--- src/rtl/reset_request_if.sv ---
// Purpose : bundles the request-side signals of reset_request (button, SW strobe, status).
// Latency : n/a, wiring only.
// Backpressure: none; every signal is a level or a single-cycle strobe.
//
// Signals:
//   button          raw asynchronous push-button level (toward the block)
//   sw_reset_req    single-cycle software reset strobe (toward the block)
//   sw_reset_key    8-bit key sampled with sw_reset_req (toward the block)
//   cause_clear     single-cycle strobe that clears reset_cause (toward the block)
//   reset_request   active-high request to the reset generator (from the block)
//   button_pressed  debounced pressed state (from the block)
//   reset_cause     sticky cause, bit0 = button, bit1 = software (from the block)
interface reset_request_if;
  logic       button;
  logic       sw_reset_req;
  logic [7:0] sw_reset_key;
  logic       cause_clear;
  logic       reset_request;
  logic       button_pressed;
  logic [1:0] reset_cause;

  // Driver side: the board/CPU environment.
  modport master (
    output button,
    output sw_reset_req,
    output sw_reset_key,
    output cause_clear,
    input  reset_request,
    input  button_pressed,
    input  reset_cause
  );

  // Receiver side: the reset_request block itself.
  modport slave (
    input  button,
    input  sw_reset_req,
    input  sw_reset_key,
    input  cause_clear,
    output reset_request,
    output button_pressed,
    output reset_cause
  );
endinterface

--- src/rtl/reset_request.sv ---
// Purpose : turns a bouncing push-button and a keyed software strobe into a clean,
//           minimum-width, active-high reset request, with a sticky cause register.
// Latency : button edge -> button_pressed in 2 + DEBOUNCE_CYCLES cycles, request one cycle
//           later; qualifying SW strobe -> request on the next edge.
// Backpressure: none; events arriving while a request is active are dropped.
//
// Ports:
//   clk_1x      system clock
//   reset_1x_n  asynchronous active-low reset from the power-on/PLL path
//   bus_if      reset_request_if.slave (button, sw_reset_req/key, cause_clear in;
//               reset_request, button_pressed, reset_cause out)
module reset_request #(
  parameter int         DEBOUNCE_CYCLES   = 65536,
  parameter int         PULSE_CYCLES      = 64,
  parameter bit         BUTTON_ACTIVE_LOW = 1'b1,
  parameter logic [7:0] SW_KEY            = 8'hA5
) (
  input  logic            clk_1x,
  input  logic            reset_1x_n,
  reset_request_if.slave  bus_if
);

  localparam int DB_W = $clog2(DEBOUNCE_CYCLES) + 1;
  localparam int PC_W = (PULSE_CYCLES > 1) ? $clog2(PULSE_CYCLES) : 1;

  localparam logic [DB_W-1:0] DB_LAST = DB_W'(DEBOUNCE_CYCLES - 1);
  localparam logic [PC_W-1:0] PC_LOAD = PC_W'(PULSE_CYCLES - 1);

  // Raw level of an unpressed button; the synchroniser resets to it so that a
  // button held through reset is seen as a fresh press afterwards.
  localparam logic BTN_IDLE = BUTTON_ACTIVE_LOW ? 1'b1 : 1'b0;

  typedef enum logic [1:0] {
    ST_IDLE  = 2'd0,
    ST_PULSE = 2'd1,
    ST_HOLD  = 2'd2
  } state_t;

  // ------------------------------------------------------------------
  // Two-flop synchroniser
  // ------------------------------------------------------------------
  logic sync1_q;
  logic sync2_q;
  logic pressed_sync;

  always_ff @(posedge clk_1x or negedge reset_1x_n) begin
    if (!reset_1x_n) begin
      sync1_q <= BTN_IDLE;
      sync2_q <= BTN_IDLE;
    end else begin
      sync1_q <= bus_if.button;
      sync2_q <= sync1_q;
    end
  end

  // Normalise to active-high "pressed".
  assign pressed_sync = sync2_q ^ BTN_IDLE;

  // ------------------------------------------------------------------
  // Debouncer
  // ------------------------------------------------------------------
  logic [DB_W-1:0] db_cnt_q;
  logic [DB_W-1:0] db_cnt_d;
  logic            pressed_q;
  logic            pressed_d;
  logic            pressed_prev_q;

  // The counter measures how long the synced level has disagreed with the
  // debounced state. It toggles the state when it has already counted
  // DEBOUNCE_CYCLES-1 disagreeing cycles and the level still disagrees, i.e.
  // after DEBOUNCE_CYCLES consecutive disagreeing cycles in total.
  always_comb begin
    db_cnt_d  = db_cnt_q;
    pressed_d = pressed_q;
    if (pressed_sync == pressed_q) begin
      db_cnt_d = '0;
    end else if (db_cnt_q == DB_LAST) begin
      pressed_d = ~pressed_q;
      db_cnt_d  = '0;
    end else begin
      db_cnt_d = db_cnt_q + DB_W'(1);
    end
  end

  always_ff @(posedge clk_1x or negedge reset_1x_n) begin
    if (!reset_1x_n) begin
      db_cnt_q       <= '0;
      pressed_q      <= 1'b0;
      pressed_prev_q <= 1'b0;
    end else begin
      db_cnt_q       <= db_cnt_d;
      pressed_q      <= pressed_d;
      pressed_prev_q <= pressed_q;
    end
  end

  // ------------------------------------------------------------------
  // Event detection
  // ------------------------------------------------------------------
  logic btn_event;
  logic sw_event;
  logic any_event;

  // Press only; a release never requests a reset. Taken from the registered
  // debounced state, so the request follows button_pressed by one cycle.
  assign btn_event = pressed_q & ~pressed_prev_q;
  assign sw_event  = bus_if.sw_reset_req & (bus_if.sw_reset_key == SW_KEY);
  assign any_event = btn_event | sw_event;

  // ------------------------------------------------------------------
  // Request FSM and cause register
  // ------------------------------------------------------------------
  state_t          state_q;
  state_t          state_d;
  logic [PC_W-1:0] pulse_cnt_q;
  logic [PC_W-1:0] pulse_cnt_d;
  logic            req_q;
  logic            req_d;
  logic [1:0]      cause_q;
  logic [1:0]      cause_d;

  always_comb begin
    state_d     = state_q;
    pulse_cnt_d = pulse_cnt_q;
    req_d       = req_q;
    cause_d     = cause_q;

    // A clear is overridden below when a new event is accepted in the same cycle.
    if (bus_if.cause_clear) begin
      cause_d = 2'b00;
    end

    unique case (state_q)
      ST_IDLE: begin
        if (any_event) begin
          state_d     = ST_PULSE;
          pulse_cnt_d = PC_LOAD;
          req_d       = 1'b1;
          cause_d     = {sw_event, btn_event};
        end
      end

      ST_PULSE: begin
        // Counter was loaded with PULSE_CYCLES-1 on entry, so the request is
        // high for exactly PULSE_CYCLES cycles unless the button is still held.
        if (pulse_cnt_q == '0) begin
          if (pressed_q) begin
            state_d = ST_HOLD;
          end else begin
            state_d = ST_IDLE;
            req_d   = 1'b0;
          end
        end else begin
          pulse_cnt_d = pulse_cnt_q - PC_W'(1);
        end
      end

      ST_HOLD: begin
        if (!pressed_q) begin
          state_d = ST_IDLE;
          req_d   = 1'b0;
        end
      end

      default: begin
        state_d = ST_IDLE;
        req_d   = 1'b0;
      end
    endcase
  end

  always_ff @(posedge clk_1x or negedge reset_1x_n) begin
    if (!reset_1x_n) begin
      state_q     <= ST_IDLE;
      pulse_cnt_q <= '0;
      req_q       <= 1'b0;
      cause_q     <= 2'b00;
    end else begin
      state_q     <= state_d;
      pulse_cnt_q <= pulse_cnt_d;
      req_q       <= req_d;
      cause_q     <= cause_d;
    end
  end

  // All outputs come straight from flops.
  assign bus_if.reset_request  = req_q;
  assign bus_if.button_pressed = pressed_q;
  assign bus_if.reset_cause    = cause_q;

endmodule

--- src/flat_wrapper.sv ---
// flat-port wrapper written by rule: the top's interface ports become plain ports
module reset_request_flat 
#(
  parameter int         DEBOUNCE_CYCLES   = 65536,
  parameter int         PULSE_CYCLES      = 64,
  parameter bit         BUTTON_ACTIVE_LOW = 1'b1,
  parameter logic [7:0] SW_KEY            = 8'hA5
)
  (clk_1x, reset_1x_n, bus_if_button, bus_if_sw_reset_req, bus_if_sw_reset_key, bus_if_cause_clear, bus_if_reset_request, bus_if_button_pressed, bus_if_reset_cause);
  reset_request_if bus_if_i ();
  input  logic clk_1x;
  input  logic reset_1x_n;
  input wire logic [$bits(bus_if_i.button)-1:0] bus_if_button;
  input wire logic [$bits(bus_if_i.sw_reset_req)-1:0] bus_if_sw_reset_req;
  input wire logic [$bits(bus_if_i.sw_reset_key)-1:0] bus_if_sw_reset_key;
  input wire logic [$bits(bus_if_i.cause_clear)-1:0] bus_if_cause_clear;
  output wire logic [$bits(bus_if_i.reset_request)-1:0] bus_if_reset_request;
  output wire logic [$bits(bus_if_i.button_pressed)-1:0] bus_if_button_pressed;
  output wire logic [$bits(bus_if_i.reset_cause)-1:0] bus_if_reset_cause;
  assign bus_if_i.button = bus_if_button;
  assign bus_if_i.sw_reset_req = bus_if_sw_reset_req;
  assign bus_if_i.sw_reset_key = bus_if_sw_reset_key;
  assign bus_if_i.cause_clear = bus_if_cause_clear;
  assign bus_if_reset_request = bus_if_i.reset_request;
  assign bus_if_button_pressed = bus_if_i.button_pressed;
  assign bus_if_reset_cause = bus_if_i.reset_cause;
  reset_request #(.DEBOUNCE_CYCLES(DEBOUNCE_CYCLES), .PULSE_CYCLES(PULSE_CYCLES), .BUTTON_ACTIVE_LOW(BUTTON_ACTIVE_LOW), .SW_KEY(SW_KEY)) u_core (.clk_1x(clk_1x), .reset_1x_n(reset_1x_n), .bus_if(bus_if_i));
endmodule
--- config.mk ---
export PLATFORM = sky130hd
export DESIGN_NAME = reset_request_flat
export DESIGN_NICKNAME = d
export VERILOG_FILES = /design/src/rtl/reset_request_if.sv /design/src/rtl/reset_request.sv /design/src/flat_wrapper.sv
export SDC_FILE = /design/constraint.sdc
export NUM_CORES = 1
export LEC_CHECK = 0
export ABC_AREA = 1
export BUFFER_PORTS_ARGS = -buffer_cell sky130_fd_sc_hd__buf_2
export CELL_PAD_IN_SITES_DETAIL_PLACEMENT = 1
export CELL_PAD_IN_SITES_GLOBAL_PLACEMENT = 2
export CORE_ASPECT_RATIO = 0.7
export CORE_MARGIN = 4
export CORE_UTILIZATION = 35
export DETAILED_ROUTE_END_ITERATION = 10
export PLACE_DENSITY = 0.83
export SETUP_SLACK_MARGIN = 0.3
export SKIP_CTS_REPAIR_TIMING = 1
export SLEW_MARGIN = 20
export SYNTH_ARGS = -nofsm -noshare
export SYNTH_HDL_FRONTEND = slang
export SYNTH_SLANG_ARGS = --single-unit
export TNS_END_PERCENT = 1
--- constraint.sdc ---
create_clock -name clk_1x -period 1.8 [get_ports clk_1x]
set_input_delay 0.54 -clock clk_1x [delete_from_list [all_inputs] [get_ports clk_1x]]
set_output_delay 0.54 -clock clk_1x [all_outputs]
set_load 0.02 [all_outputs]
==> impl_metrics.tcl, run 1 <==
set metrics [dict create \
    route.detailed.vias_per_inst 4.63 \
    timing.critical_path.depth 1 \
    layout.core_utilization_pct 44.3 \
    worstHoldPathType "primary input to asynchronous set/reset pin" \
    fin_crit_ns 1.45 \
    drt_iter0_drc 45 \
    core_area_sq_mm 0.00486 \
    syn_area_per_cell_sq_um 8.36 \
    number_of_library_cell_types_mapped_by_synthesis 29 \
    vias 1460 \
    initial_utilization_pct 36.7 \
    p_per_area_mw_per_mm2 1100 \
    die_w_um 93.3 \
    gpl.final_weighted_congestion 0.743 \
    drc 0 \
    critical_path_peak_fanout 5 \
    synth_nets 234 \
    wire_per_inst_um 12.8 \
    drt-pass1-iter-count 4 \
    cts.path.max_buffers 2 \
    post_synth_main_area_contributors "sky130_fd_sc_hd__dfrtp_1 42%, sky130_fd_sc_hd__nand2_1 12%, sky130_fd_sc_hd__nor2_1 7.6%" \
    placement.io_buffers 16 \
    number_of_global_route_vias_before_repair 1445 \
    cellLeakagePower_nw 1.06 \
    report.final.setup_viol 0 \
    clk_latency_ns 0.29 \
    routed_wl_um 4050 \
    timing.critical_path.from "u_core.bus_if.button_pressed$_DFFE_PN0P_" \
    timing.reg2reg.setup_slack_ns 0.36 \
    synth.ff_latch_count 32 \
    critical_path.endpoint "bus_if_button_pressed" \
    areaGrowthSynthToFinish_pct 20.9 \
    placement_rows 21 \
    grt_start_max_net_pins 33 \
    worst_reg2reg_startpoint "u_core.state_q[1]$_DFFE_PN0P_" \
    synthArstFlopShare_pct 100 \
    timing.max_slew.rel_slack_pct 72.4 \
    floorplan.die_area_sq_mm 0.00631 \
    critical_path_start_type "flip-flop" \
    global_route.overflow_total 0 \
    finish.net_count 266 \
    clock.fmax_mhz 688 \
    grt_antenna_before_repair 0 \
    wl_met2_um 1590 \
    crit-reg2reg-capture "u_core.pulse_cnt_q[2]$_DFFE_PN0P_" \
    cts_max_level 2 \
    grt_pass1_wl_um 6920 \
    vdd.ir_drop.worst_v 0.000520 \
    post-dp-hpwl_um 2880 \
    clock_tree_from_tritoncts "done" \
    cp.buffers_inverters 1 \
    drv_slew 0 \
    netlist_instances 213 \
    die_y_um 67.7 \
    route.layer.met1.wl_um 2280 \
    gr-usage-all-layers_pct 14.5 \
    rsz_0062_raised_after_global_routing "yes" \
    worst_path_largest_cell_delay_ns 0.46 \
    synth.yosys.seq_area_share_pct 45.1 \
    timing.setup.critical_path_class "flip-flop to primary output" \
    run_status "complete, no violations" \
    finClkSkew_ns 0.00739 \
    tns_ns 0 \
    critical_path_required_ns 1.26 \
    syn_warnings 0 \
    finalHoldViolations 0 \
    synth-edff-count 0 \
    setup.worst_path.end_class "primary output" \
    layoutNonFillerInstCount 315 \
    cap_viol_max_count 0 \
    clk_pin_slew_ns 0.07 \
    synth.cell_area_sq_mm 0.00178 \
    cts_sinks 32 \
    tightest_pin_transition_ns 0.414 \
    cts.root.buffer_cell "sky130_fd_sc_hd__clkbuf_8" \
    dominantRegCellSynth "sky130_fd_sc_hd__dfrtp_1" \
    synth_top_cell_area_share_pct 42.1 \
    worst-r2r-cell-count 8 \
    worst_path_max_delay_cell "sky130_fd_sc_hd__dfrtp_2" \
    dp.cells 303 \
    met3WireLength_um 116 \
    crit_path_leading_delay_family "flip-flops" \
    post_detailed_route_count_of_antenna_violating_nets 0 \
    numCtsBuffers 5 \
    ios 17 \
    highest_routing_layer_actually_used "met4" \
    antennaDiodeCount 0 \
    critical_path.cell_chain "buf_2" \
    period_utilisation_layout_pct 80.8 \
    cp_data_arrival_time_ns 0.91 \
    yosys.area.top_type "sky130_fd_sc_hd__dfrtp_1" \
    share_of_post_route_cells_with_drive_strength_above_1_pct 23.2 \
]
## flip-flops by register name, indices dropped and copies added, names as in the netlist
name,cells
u_core.pulse_cnt_q,6
u_core.bus_if.button_pressed,1
u_core.bus_if.reset_cause,2
u_core.sync2_q,1
u_core.bus_if.reset_request,1
u_core.state_q,2
u_core.sync1_q,1
u_core.db_cnt_q,17
u_core.pressed_prev_q,1
## cells in the final DEF (no fill, tap or decap), types with 2 or more instances in the layout
cell and instances:
sky130_fd_sc_hd__nand2_1 53, sky130_fd_sc_hd__nor2_1 36, sky130_fd_sc_hd__dfrtp_1 29, sky130_fd_sc_hd__nand3_1 23
sky130_fd_sc_hd__buf_2 16, sky130_fd_sc_hd__inv_1 15, sky130_fd_sc_hd__buf_4 11, sky130_fd_sc_hd__xor2_1 8
sky130_fd_sc_hd__ha_1 6, sky130_fd_sc_hd__clkbuf_8 6, sky130_fd_sc_hd__nand3b_1 4, sky130_fd_sc_hd__nand4_1 3
sky130_fd_sc_hd__o21ai_0 3, sky130_fd_sc_hd__inv_2 3, sky130_fd_sc_hd__nand2_2 3, sky130_fd_sc_hd__xnor2_1 3
sky130_fd_sc_hd__o21bai_4 2, sky130_fd_sc_hd__clkbuf_1 2, sky130_fd_sc_hd__dfstp_2 2
## power breakdown
part           total [W]  leakage (nW)  internal [W]  switching (W)
clock           0.000580        0.0455      0.000312       0.000268
sequential      0.000941         0.419      0.000829       0.000112
combinational   0.000854         0.594      0.000355       0.000499
total            0.00237          1.06       0.00150       0.000879
## worst min path at each step
stage | end | slack (ns) | depth (start not counted)
CTS | u_core.db_cnt_q[12]$_DFF_PN0_ | 0.29 | 2
finish | u_core.db_cnt_q[14]$_DFF_PN0_ | 0.27 | 2
global route | u_core.db_cnt_q[14]$_DFF_PN0_ | 0.31 | 2
global placement | u_core.sync2_q$_DFF_PN1_ | 0.36 | 0
floorplan | u_core.bus_if.button_pressed$_DFFE_PN0P_ | 0.24 | 0
detailed placement | u_core.sync2_q$_DFF_PN1_ | 0.36 | 0
## per-layer routing
metal / vias up / track usage, %
met5: - / 0
met3: 6 / 4.01
met2: 11 / 20.3
li1: 742 / -
met4: 0 / 6.58
met1: 701 / 20.5
## Yosys cell counts (3+ instances only)
cell / n
sky130_fd_sc_hd__nand3b_1: 4
sky130_fd_sc_hd__nand4_1: 3
sky130_fd_sc_hd__xnor2_1: 3
sky130_fd_sc_hd__dfrtp_1: 30
sky130_fd_sc_hd__nand3_1: 23
sky130_fd_sc_hd__o21ai_0: 3
sky130_fd_sc_hd__inv_1: 18
sky130_fd_sc_hd__nor2_1: 36
sky130_fd_sc_hd__xor2_1: 8
sky130_fd_sc_hd__ha_1: 8
sky130_fd_sc_hd__nand2_1: 55
## through the flow
step	setup WS (ns)	hold slack [ns]	power (W)	cell area, sq um
CTS	0.242	0.291	0.00236	2080
global placement	0.257	0.361	0.00176	1990
detailed placement	0.199	0.359	0.00177	1990
floorplan	0.412	0.244	0.00148	1780
finish	0.346	0.265	0.00237	2150
global route	0.229	0.309	0.00262	2150
## kinds of logic (layout without fill, tap and decap cells)
family / Yosys count / after routing / synth area share, %
simple gates: 132 / 132 / 35.0
buf+inv: 21 / 53 / 4.63
compound gates: 8 / 9 / 3.37
flops: 32 / 32 / 45.1
xor+xnor: 12 / 12 / 6.32
fa+ha+maj: 8 / 8 / 5.62
## layout make-up
type / count / area [sq um]
clock buffers: 8 / 90.1
fillers: 601 / 2710
inverters: 18 / 67.6
multi-input cells: 161 / 943
flip-flops and latches: 32 / 805
well taps: 69 / 86.3
repair buffers: 27 / 163
Note: power is estimated with default switching activity, not from simulation.
==> inputs of run 2 (changes only) <==
--- a/config.mk
+++ b/config.mk
@@ -11,9 +11,9 @@
 export CELL_PAD_IN_SITES_GLOBAL_PLACEMENT = 2
 export CORE_ASPECT_RATIO = 0.7
 export CORE_MARGIN = 4
-export CORE_UTILIZATION = 35
+export CORE_UTILIZATION = 32
 export DETAILED_ROUTE_END_ITERATION = 10
-export PLACE_DENSITY = 0.83
+export PLACE_DENSITY = 0.8
 export SETUP_SLACK_MARGIN = 0.3
 export SKIP_CTS_REPAIR_TIMING = 1
 export SLEW_MARGIN = 20
==> constraint.sdc (replaced) <==
create_clock -name clk_1x -period 1.3 [get_ports clk_1x]
set_input_delay 0.39 -clock clk_1x [delete_from_list [all_inputs] [get_ports clk_1x]]
set_output_delay 0.39 -clock clk_1x [all_outputs]
set_load 0.02 [all_outputs]
==> run 2 against run 1 <==
Against the previous run:
- the flow now finishes with violations (negative hold slack, negative setup slack)
- cell count increased by 11%
- design area increased by 18%
- combinational power increased by 140%
- largest power group is now combinational logic
==> impl_metrics.tcl, run 2 (synthesis results as in run 1) <==
set metrics [dict create \
    cts_sinks 32 \
    cellLeakagePower_nw 1.27 \
    grt_start_max_net_pins 16 \
    layoutNonFillerInstCount 351 \
    timing.setup.critical_path_class "flip-flop to flip-flop" \
    worst_reg2reg_startpoint "u_core.state_q[0]$_DFFE_PN0P_" \
    drt_iter0_drc 58 \
    cts_max_level 2 \
    placement.io_buffers 16 \
    p_per_area_mw_per_mm2 1600 \
    worst_path_max_delay_cell "sky130_fd_sc_hd__dfrtp_1" \
    report.final.setup_viol 18 \
    cap_viol_max_count 0 \
    post-dp-hpwl_um 3530 \
    drv_slew 0 \
    gr-usage-all-layers_pct 14.8 \
    gpl.final_weighted_congestion 0.823 \
    final_common_cell "sky130_fd_sc_hd__nand2_1" \
    clk_pin_slew_ns 0.07 \
    drt-pass1-iter-count 4 \
    critical_path.cell_chain "inv_2 > ha_4 > inv_2 > buf_6 > o21ai_4 > nand2_4 > nand2_2 > nand2_2" \
    storage_element_area_sq_um 805 \
    core_area_sq_mm 0.00531 \
    final_cell_mix "45 x sky130_fd_sc_hd__nand2_1, 38 x sky130_fd_sc_hd__buf_4, 36 x sky130_fd_sc_hd__nor2_1, 29 x sky130_fd_sc_hd__dfrtp_1, 22 x sky130_fd_sc_hd__nand3_1" \
    grt_pass1_wl_um 7940 \
    tns_ns -1.20 \
    registers.top_by_ff_count "u_core.db_cnt_q" \
    violations_in_the_final_reports "negative hold slack, negative setup slack" \
    tightest_pin_transition_ns 0.365 \
    hold_ws_ns -0.000751 \
    floorplan.die_area_sq_mm 0.00684 \
    antennaDiodeCount 0 \
    cp.buffers_inverters 3 \
    reg.largest.list "u_core.db_cnt_q (17), u_core.pulse_cnt_q (6)" \
    nFillCells 658 \
    crit-reg2reg-capture "u_core.pulse_cnt_q[0]$_DFFE_PN0P_" \
    finalHoldViolations 2 \
    timing.max_slew.rel_slack_pct 75.7 \
    critical_path_required_ns 1.49 \
    number_of_global_route_vias_before_repair 1669 \
    cts.root.buffer_cell "sky130_fd_sc_hd__clkbuf_8" \
    grt_antenna_before_repair 0 \
    finish.net_count 299 \
    worst-r2r-cell-count 8 \
    postLayoutSetupSlackWorst_ns -0.128 \
    routed_wl_um 4690 \
    vdd.ir_drop.worst_v 0.000706 \
    rsz_0062_raised_after_global_routing "yes" \
    crit_path_leading_delay_family "flip-flops" \
    clock_tree_from_tritoncts "done" \
    cts.path.max_buffers 2 \
    die_y_um 70.4 \
    worst_path_largest_cell_delay_ns 0.42 \
    multi_input_comb_area_sq_mm 0.00102 \
    drc 0 \
    ios 17 \
    die_w_um 97.2 \
    share_of_post_route_cells_with_drive_strength_above_1_pct 37.3 \
    route.detailed.vias_per_inst 4.51 \
    wire_per_inst_um 13.4 \
    finClkSkew_ns 0.00493 \
    worstHoldPathType "primary input to asynchronous set/reset pin" \
    global_route.overflow_total 0 \
    max_reg_flops 17 \
    dp.cells 338 \
    timing.reg2reg.setup_slack_ns -0.13 \
    fin_crit_ns 1.43 \
    vias 1582 \
    clk_latency_ns 0.30 \
    critical_path_start_type "flip-flop" \
    areaGrowthSynthToFinish_pct 43.2 \
    placement_rows 22 \
    numCtsBuffers 5 \
    setup.worst_path.end_class "flip-flop" \
    initial_utilization_pct 33.5 \
    period_utilisation_layout_pct 110 \
    clock.fmax_mhz 700 \
    critical_path_peak_fanout 6 \
    timing.critical_path.from "u_core.state_q[0]$_DFFE_PN0P_" \
    post_detailed_route_count_of_antenna_violating_nets 0 \
    run_status "finished, violations left" \
    cp_data_arrival_time_ns 1.62 \
]
[run 2: through the flow]
| stage | cell area [sq um] | total power [W] | worst slack [ns] | utilization [%] |
|---|---|---|---|---|
| finish | 2550 | 0.00409 | -0.128 | 48.0 |
| global route | 2550 | 0.00442 | -0.197 | 48.0 |
| CTS | 2420 | 0.00385 | -0.139 | 45.6 |
| detailed placement | 2330 | 0.00300 | -0.0863 | 43.8 |
| global placement | 2330 | 0.00296 | -0.0736 | 43.8 |
| floorplan | 1860 | 0.00221 | 0.0285 | - |
[run 2: cell type report]
class                      count  area share (%)
sequential                    32            31.5
clock inverter                 2           0.392
tap                           72            3.53
multi-input combinational    160            39.8
clock buffer                   6            3.24
timing repair buffer          61            18.8
inverter                      18            2.65
[run 2: metal layers]
metal  vias to the layer above  routed length (um)  track usage (%)
met3                         5                 160             4.99
met5                         -                   0                0
li1                        806                   -                -
met4                         0                  56             4.67
met2                        14                2130             22.0
met1                       757                2340             20.2
[run 2: how the worst max path moves through the flow]
stage,to,slack (ns),cells after the start
2_1_floorplan,u_core.pulse_cnt_q[2]$_DFFE_PN0P_,0.03,7
3_3_place_gp,u_core.state_q[0]$_DFFE_PN0P_,-0.07,8
3_5_place_dp,u_core.pulse_cnt_q[2]$_DFFE_PN0P_,-0.09,6
4_1_cts,bus_if_button_pressed,-0.14,2
5_1_grt,u_core.pulse_cnt_q[0]$_DFFE_PN0P_,-0.20,8
6_report,u_core.pulse_cnt_q[0]$_DFFE_PN0P_,-0.13,8
[run 2: power breakdown]
part	internal [W]	leakage (nW)	total [W]	switching, W
sequential	0.00115	0.419	0.00125	0.0000996
clock	0.000422	0.0510	0.000826	0.000404
combinational	0.00101	0.797	0.00202	0.00101
total	0.00258	1.27	0.00409	0.00152
==> inputs of run 3 (changes only) <==
--- a/config.mk
+++ b/config.mk
@@ -11,9 +11,10 @@
 export CELL_PAD_IN_SITES_GLOBAL_PLACEMENT = 2
 export CORE_ASPECT_RATIO = 0.7
 export CORE_MARGIN = 4
-export CORE_UTILIZATION = 32
+export CORE_UTILIZATION = 33
+export CTS_BUF_LIST = sky130_fd_sc_hd__clkbuf_4 sky130_fd_sc_hd__clkbuf_8
 export DETAILED_ROUTE_END_ITERATION = 10
-export PLACE_DENSITY = 0.8
+export PLACE_DENSITY = 0.82
 export SETUP_SLACK_MARGIN = 0.3
 export SKIP_CTS_REPAIR_TIMING = 1
 export SLEW_MARGIN = 20
==> run 3 against run 2 <==
Against the previous run:
- the run ends with negative setup slack left
- die area down 2.7%
- critical path depth unchanged
- sequential power about the same
- maximum frequency down 5.7%
- design area down 1.1%
- sequential share of layout area up 0.34 points
- cell count down 0.28%
- critical path type unchanged
- worst setup slack worse by 0.087 ns
==> impl_metrics.tcl, run 3 (synthesis results as in run 1) <==
set metrics [dict create \
    run_status "finished, violations left" \
    cts.path.max_buffers 2 \
    clock.fmax_mhz 660 \
    multi_input_comb_area_sq_um 1000 \
    wire_per_inst_um 13.1 \
    power.combinational.fraction_pct 49.4 \
    violations_in_the_final_reports "negative setup slack" \
    cts_sinks 32 \
    total_switching_power_w 0.00152 \
    worst_path_max_delay_cell "sky130_fd_sc_hd__dfrtp_1" \
    fin_crit_ns 1.52 \
    critical_path_required_ns 1.47 \
    grt_pass1_wl_um 7920 \
    p_per_area_mw_per_mm2 1620 \
    clk_latency_ns 0.28 \
    postLayoutSetupSlackWorst_ns -0.215 \
    grt_start_max_net_pins 33 \
    cp_data_arrival_time_ns 1.68 \
    finish.instance_area_sq_mm 0.00252 \
    routed_wl_um 4580 \
    drc 0 \
    initial_utilization_pct 34.1 \
    netSwitchingFraction_pct 37.2 \
    placement_rows 22 \
    reg.largest.list "u_core.db_cnt_q (17), u_core.pulse_cnt_q (6)" \
    route.detailed.vias_per_inst 4.55 \
    drt_iter0_drc 38 \
    drt-pass1-iter-count 4 \
    critical_path.cell_chain "inv_2 > ha_4 > inv_2 > buf_6 > o21ai_4 > nand2_4 > nand2_2 > nand2_1" \
    timing.critical_path.from "u_core.state_q[0]$_DFFE_PN0P_" \
    clock_tree_from_tritoncts "done" \
    period_utilisation_layout_pct 117 \
    share_seq_of_total_power_pct 30.8 \
    gpl.final_weighted_congestion 0.777 \
    placement.cell_area_sq_mm 0.00231 \
    cts_max_level 2 \
    report.final.setup_viol 20 \
    clk_pin_slew_ns 0.07 \
    numCtsBuffers 5 \
    nFillCells 636 \
    cp.buffers_inverters 3 \
    worstHoldPathType "primary input to asynchronous set/reset pin" \
    setup.worst_path.end_class "flip-flop" \
    worst_reg2reg_startpoint "u_core.state_q[0]$_DFFE_PN0P_" \
    grt_antenna_before_repair 0 \
    share_of_post_route_cells_with_drive_strength_above_1_pct 37.1 \
    ios 17 \
    vdd.ir_drop.worst_v 0.000726 \
    critical_path_start_type "flip-flop" \
    finalHoldViolations 0 \
    timing.max_slew.rel_slack_pct 79.4 \
    max_reg_flops 17 \
    tot_pwr_w 0.00408 \
    finish.net_count 298 \
    storage_element_area_sq_um 805 \
    p_int_w 0.00256 \
    worst_path_largest_cell_delay_ns 0.44 \
    areaGrowthSynthToFinish_pct 41.6 \
    rsz_0062_raised_after_global_routing "yes" \
    critical_path_peak_fanout 7 \
    timing.reg2reg.setup_slack_ns -0.22 \
    tightest_pin_transition_ns 0.307 \
    core_area_sq_mm 0.00523 \
    clock_power_share_pct 19.8 \
    place_worst_setup_slack_ns -0.180 \
    cts.root.buffer_cell "sky130_fd_sc_hd__clkbuf_8" \
    number_of_global_route_vias_before_repair 1700 \
    cap_viol_max_count 0 \
    die_y_um 69.5 \
    final_cell_mix "47 x sky130_fd_sc_hd__nand2_1, 38 x sky130_fd_sc_hd__buf_4, 34 x sky130_fd_sc_hd__nor2_1, 29 x sky130_fd_sc_hd__dfrtp_1, 23 x sky130_fd_sc_hd__nand3_1" \
    final_common_cell "sky130_fd_sc_hd__nand2_1" \
    post-dp-hpwl_um 3440 \
    vias 1592 \
    gr-usage-all-layers_pct 15.2 \
    timing.setup.critical_path_class "flip-flop to flip-flop" \
    global_route.overflow_total 0 \
    floorplan.die_area_sq_mm 0.00666 \
    post_detailed_route_count_of_antenna_violating_nets 0 \
    critPathMostFrequentCell "sky130_fd_sc_hd__inv_2" \
    crit_path_leading_delay_family "flip-flops" \
    drv_slew 0 \
    placement.io_buffers 16 \
    antennaDiodeCount 0 \
    finClkSkew_ns 0.00488 \
    die_w_um 95.8 \
    registers.top_by_ff_count "u_core.db_cnt_q" \
    tns_ns -1.82 \
    cellLeakagePower_nw 1.25 \
]
-- run 3: changes by cell type in the layout (fill, tap and decap cells not counted), sizes merged --
cell | previous run | this run
buf | 61 | 60
-- run 3: final cells by class --
| type | count | share of cell area [%] |
|---|---|---|
| Inverter | 18 | 2.68 |
| Clock buffer | 6 | 3.27 |
| Timing Repair Buffer | 60 | 18.6 |
| Tap cell | 72 | 3.57 |
| Clock inverter | 2 | 0.397 |
| Sequential cell | 32 | 31.9 |
| Multi-Input combinational cell | 160 | 39.6 |
-- run 3: worst register-to-register path: stages (launching register included) --
cell,delay (ns)
sky130_fd_sc_hd__dfrtp_1,0.44
sky130_fd_sc_hd__inv_2,0.11
sky130_fd_sc_hd__ha_4,0.13
sky130_fd_sc_hd__inv_2,0.04
sky130_fd_sc_hd__buf_6,0.12
sky130_fd_sc_hd__o21ai_4,0.29
sky130_fd_sc_hd__nand2_4,0.14
sky130_fd_sc_hd__nand2_2,0.09
sky130_fd_sc_hd__nand2_1,0.06
-- run 3: path summary, 6_finish.rpt --
path / endpoint / depth (start not counted)
setup / recovery: u_core.pulse_cnt_q[5]$_DFFE_PN0P_ / 8
hold / removal: u_core.db_cnt_q[11]$_DFF_PN0_ / 2
setup reg to reg: u_core.pulse_cnt_q[5]$_DFFE_PN0P_ / 8
hold reg to reg: u_core.sync2_q$_DFF_PN1_ / 0
max in group asynchronous: u_core.sync2_q$_DFF_PN1_ / 2
min in group clk_1x: u_core.sync1_q$_DFF_PN1_ / 1
-- run 3: power groups by stage --
| stage | clock [W] | combinational, W | sequential, W |
|---|---|---|---|
| 4_1_cts | 0.000838 | 0.00176 | 0.00125 |
| 3_5_place_dp | 0 | 0.00173 | 0.00127 |
| 5_1_grt | 0.000891 | 0.00222 | 0.00128 |
| 2_1_floorplan | 0 | 0.000910 | 0.00130 |
| 6_report | 0.000807 | 0.00202 | 0.00126 |
| 3_3_place_gp | 0 | 0.00166 | 0.00126 |
-- run 3: metal layers --
metal | share of wire [%] | global-route usage, % | vias to the layer above
li1 | - | - | 802
met1 | 48 | 21.4 | 765
met2 | 47 | 22.5 | 17
met3 | 3.4 | 4.01 | 8
met4 | 1.9 | 5.21 | 0
met5 | 0 | 0 | -
-- run 3: stage by stage --
step                      instances  hold slack [ns]  utilization [%]
after floorplan                 213           0.0944                -
after global placement          335            0.346             44.1
after detailed placement        335            0.348             44.1
after CTS                       343           0.0475             45.9
after global routing            350           0.0552             48.3
final                           350           0.0442             48.3
